File: src/rtl/router_reg_pkt.sv
// Router register block: header/hold/check registers and the byte path to the output FIFO.
// Optional payload length check built only when ROUTER_REG_LEN_CHECK_EN is defined.
module router_reg_pkt #(
  parameter int DATA_W      = 8,
  parameter int ADDR_W      = 2,
  parameter int PARITY_MODE = 0
) (
  input  logic                     clock,
  input  logic                     reset,
  input  logic                     packet_valid,
  input  logic [DATA_W-1:0]        data,
  input  logic                     fifo_full,
  input  logic                     detect_add,
  input  logic                     lfd_state,
  input  logic                     ld_state,
  input  logic                     laf_state,
  input  logic                     lp_state,
  input  logic                     full_state,
  input  logic                     reset_int_reg,
  output logic [DATA_W-1:0]        dout,
  output logic                     dout_valid,
  output logic                     err,
  output logic                     parity_done,
  output logic                     low_packet_valid,
  output logic                     len_err,
  output logic [DATA_W-ADDR_W-1:0] byte_cnt
);

  localparam int CNT_W = DATA_W - ADDR_W;

  typedef enum logic [2:0] {
    OP_NONE, OP_DETECT, OP_LFD, OP_LD, OP_LAF, OP_LP, OP_RINT
  } op_e;

  op_e               w_op;
  logic [DATA_W-1:0] r_header;
  logic [DATA_W-1:0] r_check;
  logic [DATA_W-1:0] r_hold;
  logic              r_hold_vld;
  logic [DATA_W-1:0] r_dout;
  logic              r_dout_vld;
  logic              r_err;
  logic              r_pdone;
  logic              r_lpv;
  logic [CNT_W-1:0]  r_cnt;
  logic [CNT_W-1:0]  w_cnt_inc;

  // full_state is only consumed by an external FSM cross-check.
  logic w_unused_full;
  assign w_unused_full = full_state;

  function automatic logic [DATA_W-1:0] fold(input logic [DATA_W-1:0] acc,
                                             input logic [DATA_W-1:0] b);
    if (PARITY_MODE == 1) return acc + b;
    else                  return acc ^ b;
  endfunction

  // NOTE: every variable assigned in always_comb gets a default first, so no latch is inferred.
  always_comb begin
    w_op = OP_NONE;
    if      (detect_add)    w_op = OP_DETECT;
    else if (lfd_state)     w_op = OP_LFD;
    else if (ld_state)      w_op = OP_LD;
    else if (laf_state)     w_op = OP_LAF;
    else if (lp_state)      w_op = OP_LP;
    else if (reset_int_reg) w_op = OP_RINT;
  end

  assign w_cnt_inc = (r_cnt == {CNT_W{1'b1}}) ? r_cnt : r_cnt + CNT_W'(1);

  // NOTE: state uses non-blocking assignments; every register, including header/hold, is reset
  // so an aborted packet leaves nothing behind.
  always_ff @(posedge clock) begin
    if (reset) begin
      r_header   <= '0;
      r_check    <= '0;
      r_hold     <= '0;
      r_hold_vld <= 1'b0;
      r_dout     <= '0;
      r_dout_vld <= 1'b0;
      r_err      <= 1'b0;
      r_pdone    <= 1'b0;
      r_lpv      <= 1'b0;
      r_cnt      <= '0;
    end else begin
      r_dout_vld <= 1'b0;
      unique case (w_op)
        OP_DETECT: begin
          r_header   <= data;
          r_check    <= '0;
          r_cnt      <= '0;
          r_hold_vld <= 1'b0;
        end
        OP_LFD: begin
          r_dout     <= r_header;
          r_dout_vld <= 1'b1;
          r_check    <= r_header;
        end
        OP_LD: begin
          if (!packet_valid) r_lpv <= 1'b1;
          if (fifo_full) begin
            r_hold     <= data;
            r_hold_vld <= 1'b1;
          end else begin
            r_dout     <= data;
            r_dout_vld <= 1'b1;
            r_check    <= fold(r_check, data);
            r_cnt      <= w_cnt_inc;
          end
        end
        OP_LAF: begin
          if (r_hold_vld) begin
            r_dout     <= r_hold;
            r_dout_vld <= 1'b1;
            r_check    <= fold(r_check, r_hold);
            r_cnt      <= w_cnt_inc;
            r_hold_vld <= 1'b0;
          end
        end
        OP_LP: begin
          r_dout     <= data;
          r_dout_vld <= 1'b1;
          r_pdone    <= 1'b1;
          if (data != r_check) r_err <= 1'b1;
        end
        OP_RINT: begin
          r_err   <= 1'b0;
          r_pdone <= 1'b0;
          r_lpv   <= 1'b0;
        end
        default: ;
      endcase
    end
  end

`ifdef ROUTER_REG_LEN_CHECK_EN
  logic r_len_err;

  always_ff @(posedge clock) begin
    if (reset)
      r_len_err <= 1'b0;
    else if (w_op == OP_LP && r_cnt != r_header[DATA_W-1:ADDR_W])
      r_len_err <= 1'b1;
    else if (w_op == OP_RINT)
      r_len_err <= 1'b0;
  end

  assign len_err = r_len_err;
`else
  assign len_err = 1'b0;
`endif

  assign dout             = r_dout;
  assign dout_valid       = r_dout_vld;
  assign err              = r_err;
  assign parity_done      = r_pdone;
  assign low_packet_valid = r_lpv;
  assign byte_cnt         = r_cnt;

endmodule

File: config.mk
export PLATFORM = sky130hd
export DESIGN_NAME = router_reg_pkt
export DESIGN_NICKNAME = d
export VERILOG_FILES = /design/src/rtl/router_reg_pkt.sv
export SDC_FILE = /design/constraint.sdc
export NUM_CORES = 1
export LEC_CHECK = 0
export ABC_AREA = 1
export CORE_MARGIN = 2
export CORE_UTILIZATION = 42
export CTS_CLUSTER_DIAMETER = 60
export DETAILED_ROUTE_END_ITERATION = 7
export DONT_BUFFER_PORTS = 1
export GPL_TIMING_DRIVEN = 0
export HOLD_SLACK_MARGIN = 0.02
export PLACE_DENSITY = 0.64
export RECOVER_POWER = 100
export SLEW_MARGIN = 20
export SYNTH_ARGS = -nofsm -noshare
export SYNTH_HDL_FRONTEND = slang
export SYNTH_SLANG_ARGS = --single-unit
File: constraint.sdc
create_clock -name clock -period 1.5 [get_ports clock]
set_input_delay 0.075 -clock clock [delete_from_list [all_inputs] [get_ports clock]]
set_output_delay 0.075 -clock clock [all_outputs]
set_load 0.01 [all_outputs]
# After elaboration in Yosys (flattened, before gate mapping)
# Index checks and enable logic that the tools add are counted.
[classes] n_div=0 n_shift=0 n_eq_ne=13 n_reduce_logical=15 bitwise_logic=2 mul=0 muxes=26 n_lt_le_gt_ge=0 add_sub_neg=1
[ops] op="8-bit case mux with 4 select lines" n=2
[ops] op="8-bit 2-to-1 mux" n=4
[ops] op="3-bit 2-to-1 mux" n=6
[ops] op="6-bit 2-to-1 mux" n=3
[ops] op="6-bit case mux with 3 select lines" n=1
[ops] op="8-bit XOR" n=2
[ops] op="2-bit inequality test (second input constant)" n=5
[ops] op="3-bit equality test (second input constant)" n=3
[ops] op="3-bit AND reduction" n=3
[ops] op="8-bit inequality test" n=1
[ops] op="1-bit case mux with 2 select lines" n=4
[ops] op="2-bit AND reduction" n=4
[ops] op="4-bit nonzero test" n=2
[ops] op="6-bit by 1-bit adder with 6-bit output (second input constant)" n=1
[ops] op="3-bit by 2-bit equality test with 1-bit output (second input constant)" n=2
[ops] op="6-bit equality test (second input constant)" n=1
[ops] op="2-bit nonzero test" n=3
[ops] op="1-bit 2-to-1 mux" n=5
[ops] op="2-bit OR reduction" n=2
[ops] op="3-bit by 1-bit equality test with 1-bit output (second input constant)" n=1
[ops] op="1-bit case mux with 3 select lines" n=1
[ops] op="3-bit nonzero test" n=1
[totals] n_memories=0 latch_bits=0 register_bits=43 in_bits=19 mem_bits_rw=0 elab_cells=67 rom_bits=0

# Depth between registers and ports, before layout
# Gate-level depths: netlist of the first run.
[depth] ltp_word=10 depth_mapped=11

# Worst setup path before layout of the first run
# OpenSTA, ideal clock, no wires.
[synth_path] path_kind="register -> register" from="register r_cnt[0] (netlist: byte_cnt[0])" to="register r_cnt[0] (netlist: byte_cnt[0])" arrival_time_ns=1.329 required_time_ns=1.372 path_stages_with_launch=9 synth_period_minus_slack_ns=1.457 path_slack_ns=0.043 cell_sequence="dfxtp_1 ha_1 nand2_1 nor2_1 nand3_2 nand3_1 nand2_1 o21ai_0 nor2_1"
[synth_between] elab_chain_len=4
[synth_lines] item="from (decl)" line="45" source="logic [CNT_W-1:0] r_cnt;"
[synth_lines] item="from (signal assigned)" line="108" source="r_cnt <= w_cnt_inc;"
[synth_lines] item="from (signal assigned)" line="116" source="r_cnt <= w_cnt_inc;"
[synth_lines] item="6-bit by 1-bit adder with 6-bit output or 6-bit equality test (tied branches)" line="69" source="assign w_cnt_inc = (r_cnt == {CNT_W{1'b1}}) ? r_cnt : r_cnt + CNT_W'(1);"
[synth_lines] item="6-bit 2-to-1 mux *" line="69"
[synth_lines] item="6-bit 2-to-1 mux, on equally long branches" line="112, 101"
[synth_lines] item="6-bit case mux with 3 select lines *" line="87" source="unique case (w_op)"
# Mark *: on every way between the ends. The rest lies on a longest branch, timed or not. The select of a mux whose other input is x is not followed.
# A chain may end at the register's enable or synchronous reset.

# Worst setup path after layout of the first run
[layout_path] from="register r_cnt[0] (netlist: byte_cnt[0])" to="register r_cnt[1] (netlist: byte_cnt[1])"
# Same word-level chain as after synthesis.

==> results of run 1 <==
==> layout make-up <==
class	instances	area (sq um)
Fill cell	652	3025
Multi-Input combinational cell	290	1413
Sequential cell	43	865.8
Inverter	33	130.1
Clock buffer	8	100.1
Timing Repair Buffer	10	97.59
Tap cell	75	93.84
Buffer	14	90.09
==> state kept, by name (all words and copies together) (netlist names) <==
signal	count
dout_valid	1
dout	8
r_check	8
r_hold	8
low_packet_valid	1
r_header	8
byte_cnt	6
parity_done	1
err	1
r_hold_vld	1
==> power breakdown <==
| group | leakage, uW | internal, uW | switching [uW] |
|---|---|---|---|
| clock | 0.0000515 | 421 | 417 |
| sequential | 0.000353 | 1210 | 66.9 |
| combinational | 0.000825 | 170 | 279 |
==> layer usage <==
metal / GRT usage (%) / share of wire, % / up-vias / wire length, microns
met3: 5.333 / 7.3 / 13 / 503
met1: 29.14 / 43 / 1126 / 2966
met2: 39.42 / 48 / 70 / 3309
met4: 7.627 / 2.0 / 0 / 141
li1: - / - / 1254 / -
met5: 0 / 0 / - / 0
==> logic make-up (layout without fill, tap and decap cells) <==
| group | count (synthesis) | count (layout) | synth area share, % |
|---|---|---|---|
| compound gates | 56 | 56 | 13.14 |
| xor+xnor | 9 | 9 | 3.160 |
| fa+ha+maj | 1 | 1 | 0.5014 |
| buf+inv | 47 | 65 | 8.826 |
| flops | 43 | 43 | 34.50 |
| other cells | 1 | 1 | 0.1503 |
| simple gates | 223 | 223 | 39.72 |
==> synth_stat cells (all sizes together) <==
library cell / count / area, sq um
ha: 1 / 12.51
nor3b: 1 / 7.510
buf: 8 / 67.55
clkbuf: 6 / 22.52
inv: 32 / 125.1
o21ai: 20 / 111.4
xor2: 9 / 78.83
a21oi: 26 / 141.4
or2: 1 / 6.260
nand4: 14 / 123.9
nand2: 102 / 397.9
clkinv: 1 / 5.000
conb: 1 / 3.750
nand3b: 1 / 7.510
dfxtp: 43 / 860.8
nand3: 34 / 175.2
nor2: 70 / 272.8
o21bai: 9 / 67.56
o211ai: 1 / 7.510
==> worst reg2reg max path, cell delays in order, from the launching register on <==
cell	delay [ns]
dfxtp_4	0.39
ha_1	0.18
nand2_1	0.10
nor2_2	0.13
nand3_2	0.11
buf_4	0.18
nand3b_1	0.08
a21oi_1	0.06
==> worst paths after layout <==
path,cells past startpoint,startpoint,endpoint
max,7,byte_cnt[0],byte_cnt[1]
min,4,data[0],dout[0]
max reg2reg,7,byte_cnt[0],byte_cnt[1]
min reg2reg,2,r_hold[2],r_hold[2]
==> metrics by stage <==
| stage | hold WS (ns) | cell area (sq um) | TNS [ns] | util, % | std cells |
|---|---|---|---|---|---|
| final | 0.03676 | 2790 | 0 | 47.98 | 473 |
| after global routing | 0.06848 | 2790 | 0 | 47.98 | 473 |
| after CTS | 0.03714 | 2801 | 0 | 48.17 | 473 |
| after detailed placement | 0.2205 | 2589 | -1.593 | 44.51 | 455 |
| after global placement | 0.2180 | 2589 | -1.091 | 44.51 | 455 |
| after floorplan | 0.2155 | 2495 | 0 | - | 380 |
==> repair_timing <==
action / 4_1_cts / 5_1_grt
setup buffers: 1 / 0
endpoints found under the hold margin: 18 / 0
pin swaps: 1 / 1
gates cloned: 0 / 0
gates resized for setup: 4 / 3
hold buffers: 9 / 0
endpoints found under the setup margin: 6 / 9
==> metrics.txt, run 1 <==
clock buffer depth 2; Cell Pwr Density 918.3 mW/mm^2; r2r setup slk 0.14 ns; crit-path cells ha_1, nand2_1, nor2_2, nand3_2, buf_4, nand3b_1, a21oi_1; post-synthesis cell count 380; commonest non-fill, non-tap cells in the layout nand2_1 (98), nor2_1 (66), dfxtp_1 (41); PnR worst setup slack 0.1398 ns; Detailed Routing Iterations Pass 1 4; total global routing overflow 0; register area share after synthesis 34.50%; die width 81.07 microns; DIE AREA 0.006572 sq mm; CTS tree yes; die span in y 81.07 microns; CTS sink count 43; routed len/inst 14.63 microns; pre-CTS setup slack -0.2384 ns; Data required, critical path 1.67 ns; Max Transition Viols Final 0; largest net degree at the start of global routing 13; commonest non-fill, non-tap cell in the layout nand2_1; Power, Total 2562 uW; GP Congestion 0.8777; period utilization 90.68%; post-route minimum period 1.360 ns; CP max stage cell dfxtp_4; Hold Vio Cnt, Final 0; #FFs+latches synth 43; Avg Synthesized Cell Area 6.566 sq um; Max-Cap Viols 0; outcome completed; root buf cell clkbuf_8; number of synthesis warnings 0; critical path's largest stage delay 0.39 ns; core area 0.005816 sq mm; initial DRC count 132; Crit path max-delay family simple AND/OR/NAND/NOR gates; Clock Latency Late Sink 0.31 ns; input/output buffers 0; maximum clock rate 735.2 MHz; Ports 38; initial core utilization 42.90%; DRC Markers 0; Slew headroom 61.65%; hpwl dp 4765 microns; antenna cells 0; first-pass GRT wire length 11480 microns; CP max FO 6; Routed Antenna Nets 0; Hold WC Path Type in2reg; vias in the first global route 2360; Crit Path Category reg2reg; via count 2463; setup violation total in the final timing report 0; total CTS buffers 5; Syn-to-layout area delta 11.84%; leakage power 0.001230 uW; Via density 5.207; Clock transition at path regs 0.09 ns; CP endpoint kind flip-flop; Post-Route Skew 0.008776 ns; CTS H-tree depth 2; WP data arrival 1.53 ns; initial antenna violation count 0; Netlist Area Pre-Place 0.002495 sq mm; syn nets 400; Netlist cell types 33; measured slew at the worst slew-check pin 0.5752 ns; worst ir drop on vdd 0.4727 mV; Rows 28; Buf+Inv Stages, Crit Path 1; GRT Util Overall 23.27%; Routed WL 6921 microns; layout cells sized above 1 9.548%; Critical Path Start Type flip-flop; Nets 417; RSZ-0062 raised after global routing false
(Power assumes the default switching activity.)
==> run 2, diff against run 1 <==
--- a/config.mk
+++ b/config.mk
@@ -8,6 +8,7 @@
 export ABC_AREA = 1
 export CORE_MARGIN = 2
 export CORE_UTILIZATION = 42
+export CTS_BUF_LIST = sky130_fd_sc_hd__clkbuf_2 sky130_fd_sc_hd__clkbuf_4 sky130_fd_sc_hd__clkbuf_8
 export CTS_CLUSTER_DIAMETER = 60
 export DETAILED_ROUTE_END_ITERATION = 7
 export DONT_BUFFER_PORTS = 1
==> run 2 against run 1 <==
Against the previous run: sequential share of layout area barely moved; critical path depth did not move; clock power rose by 2%; utilization rose by 0.065 points; worst setup slack barely moved; non-clock buffer count did not move; final cell count did not move; wire length did not move; via count did not move; design area rose by 0.13%; largest power group unchanged.
==> metrics.txt, run 2 (synthesis gave the netlist of run 1 again) <==
outcome completed (unchanged); Gate power share 17.4% (was 17.5%); CP max FO 6 (unchanged); commonest non-fill, non-tap cells in the layout nand2_1 (98), nor2_1 (66), dfxtp_1 (41) (unchanged); CTS sink count 43 (unchanged); Cell Pwr Density 923.6 mW/mm^2 (was 918.3 mW/mm^2); Placed Cells 455 (unchanged); largest net degree at the start of global routing 13 (unchanged); first-pass GRT wire length 11480 microns (unchanged); worst ir drop on vdd 0.4789 mV (was 0.4727 mV); Setup crit start byte_cnt[0] (unchanged); r2r setup slk 0.14 ns (about the same); P_int 1817 uW (was 1799 uW); GRT Util Overall 23.27% (unchanged); crit path to byte_cnt[1] (unchanged); Max-Cap Viols 0 (unchanged); Rows 28 (unchanged); die width 81.07 microns (unchanged); initial core utilization 42.90% (unchanged); via count 2463 (unchanged); RR Startpoint byte_cnt[0] (unchanged); core area 0.005816 sq mm (unchanged); measured slew at the worst slew-check pin 0.5752 ns (unchanged); setup violation total in the final timing report 0 (unchanged); layout cells sized above 1 9.799% (was 9.548%); fin cells 473 (unchanged); Data required, critical path 1.67 ns (about the same); total CTS buffers 5 (unchanged); sequential share of power 49.4% (was 49.8%); input/output buffers 0 (unchanged); Via density 5.207 (unchanged); Routed Antenna Nets 0 (unchanged); initial DRC count 132 (unchanged); leakage power 0.001233 uW (was 0.001230 uW); GP Congestion 0.8777 (unchanged); commonest non-fill, non-tap cell in the layout nand2_1 (unchanged); Crit Path Category reg2reg (unchanged); r2r endpoint byte_cnt[1] (unchanged); gr busiest metal met2 (unchanged); root buf cell clkbuf_8 (unchanged); Clock transition at path regs 0.09 ns (about the same); Ports 38 (unchanged); clock buffer depth 2 (unchanged); Hold WC Path Type in2reg (unchanged); CP endpoint kind flip-flop (unchanged); CP max stage cell dfxtp_4 (unchanged); routed len/inst 14.63 microns (unchanged); Power, Total 2580 uW (was 2562 uW); RSZ-0062 raised after global routing false (unchanged); maximum clock rate 735.2 MHz (about the same); Detailed Routing Iterations Pass 1 4 (unchanged); CTS tree yes (unchanged); crit-path cells ha_1, nand2_1, nor2_2, nand3_2, buf_4, nand3b_1, a21oi_1 (unchanged); total global routing overflow 0 (unchanged); antenna cells 0 (unchanged); critical path's largest stage delay 0.39 ns (about the same); Critical Path Start Type flip-flop (unchanged); Routed WL 6921 microns (unchanged); DIE AREA 0.006572 sq mm (unchanged); CTS H-tree depth 2 (unchanged); met2 usage 39.42% (unchanged); Max Transition Viols Final 0 (unchanged); Syn-to-layout area delta 11.99% (was 11.84%); WP data arrival 1.53 ns (about the same); FF-to-FF path depth 7 (unchanged); DRC Markers 0 (unchanged); period utilization 90.68% (about the same); switching share of power 29.58% (was 29.78%); GR met1 Demand/Resource 29.14% (unchanged); initial antenna violation count 0 (unchanged); die span in y 81.07 microns (unchanged); hpwl dp 4765 microns (unchanged); Slew headroom 61.65% (unchanged); Post-Route Skew 0.008831 ns (was 0.008776 ns); vias in the first global route 2360 (unchanged); net load switching power 763.2 uW (was 763.1 uW); post-route minimum period 1.360 ns (about the same); Hold Vio Cnt, Final 0 (unchanged); Clock Latency Late Sink 0.31 ns (about the same); Nets 417 (unchanged); Clk network pwr share 33.2% (was 32.7%); grt met3 use 5.333% (unchanged)
[run 2: power groups by stage]
stage               clock (uW)  combinational [uW]  sequential [uW]
floorplan                    0                 334             1290
global placement             0                 413             1300
detailed placement           0                 422             1300
CTS                        855                 452             1280
global route               906                 515             1290
finish                     856                 449             1280
[run 2: area by class of cell]
type / count / area [sq um]
buffer: 14 / 90.09
clock buffer: 8 / 103.9
fill: 650 / 3022
inverter: 33 / 130.1
multi-input combinational: 290 / 1413
sequential: 43 / 865.8
tap: 75 / 93.84
timing repair buffer: 10 / 97.59
[run 2: what timing repair did]
| action | CTS | global route |
|---|---|---|
| hold buffers | 9 | 0 |
| hold endpoints to repair | 18 | 0 |
| setup buffers | 1 | 0 |
| gates resized for setup | 4 | 3 |
| cloned | 0 | 0 |
| pin swaps | 1 | 1 |
| endpoints found under the setup margin | 6 | 9 |
[run 2: through the flow]
| stage | setup slack [ns] | util (%) | instance area (sq um) | hold WS, ns | TNS, ns |
|---|---|---|---|---|---|
| finish | 0.1398 | 48.04 | 2794 | 0.03671 | 0 |
| CTS | 0.03865 | 48.24 | 2805 | 0.03708 | 0 |
| detailed placement | -0.2384 | 44.51 | 2589 | 0.2205 | -1.593 |
| global route | 0.01378 | 48.04 | 2794 | 0.06848 | 0 |
| global placement | -0.2264 | 44.51 | 2589 | 0.2180 | -1.091 |
| floorplan | 0.04314 | - | 2495 | 0.2155 | 0 |
[run 2: per-layer routing]
metal	share of wire (%)	up-vias	wire length [microns]
li1	-	1254	-
met5	0	-	0
met1	43	1126	2967
met4	2.0	0	141
met3	7.3	13	503
met2	48	70	3308
[run 2: worst max-delay path, delay by kind of cell (launching register included)]
family                   cells  cell delay (ns)
flip-flops                   1             0.39
adder cells (fa/ha/maj)      1             0.18
buffers and inverters        1             0.18
AND/OR/NAND/NOR              4             0.42
AO/OA/AOI/OAI                1             0.06
[run 2: how the worst min path moves through the flow]
stage / startpoint / cells after the start / slack (ns) / endpoint
2_1_floorplan: data[0] / 2 / 0.22 / r_header[0]
3_3_place_gp: data[1] / 2 / 0.22 / r_header[1]
3_5_place_dp: data[3] / 2 / 0.22 / r_header[3]
4_1_cts: data[0] / 4 / 0.04 / dout[0]
5_1_grt: detect_add / 3 / 0.07 / r_header[3]
6_report: data[0] / 4 / 0.04 / dout[0]
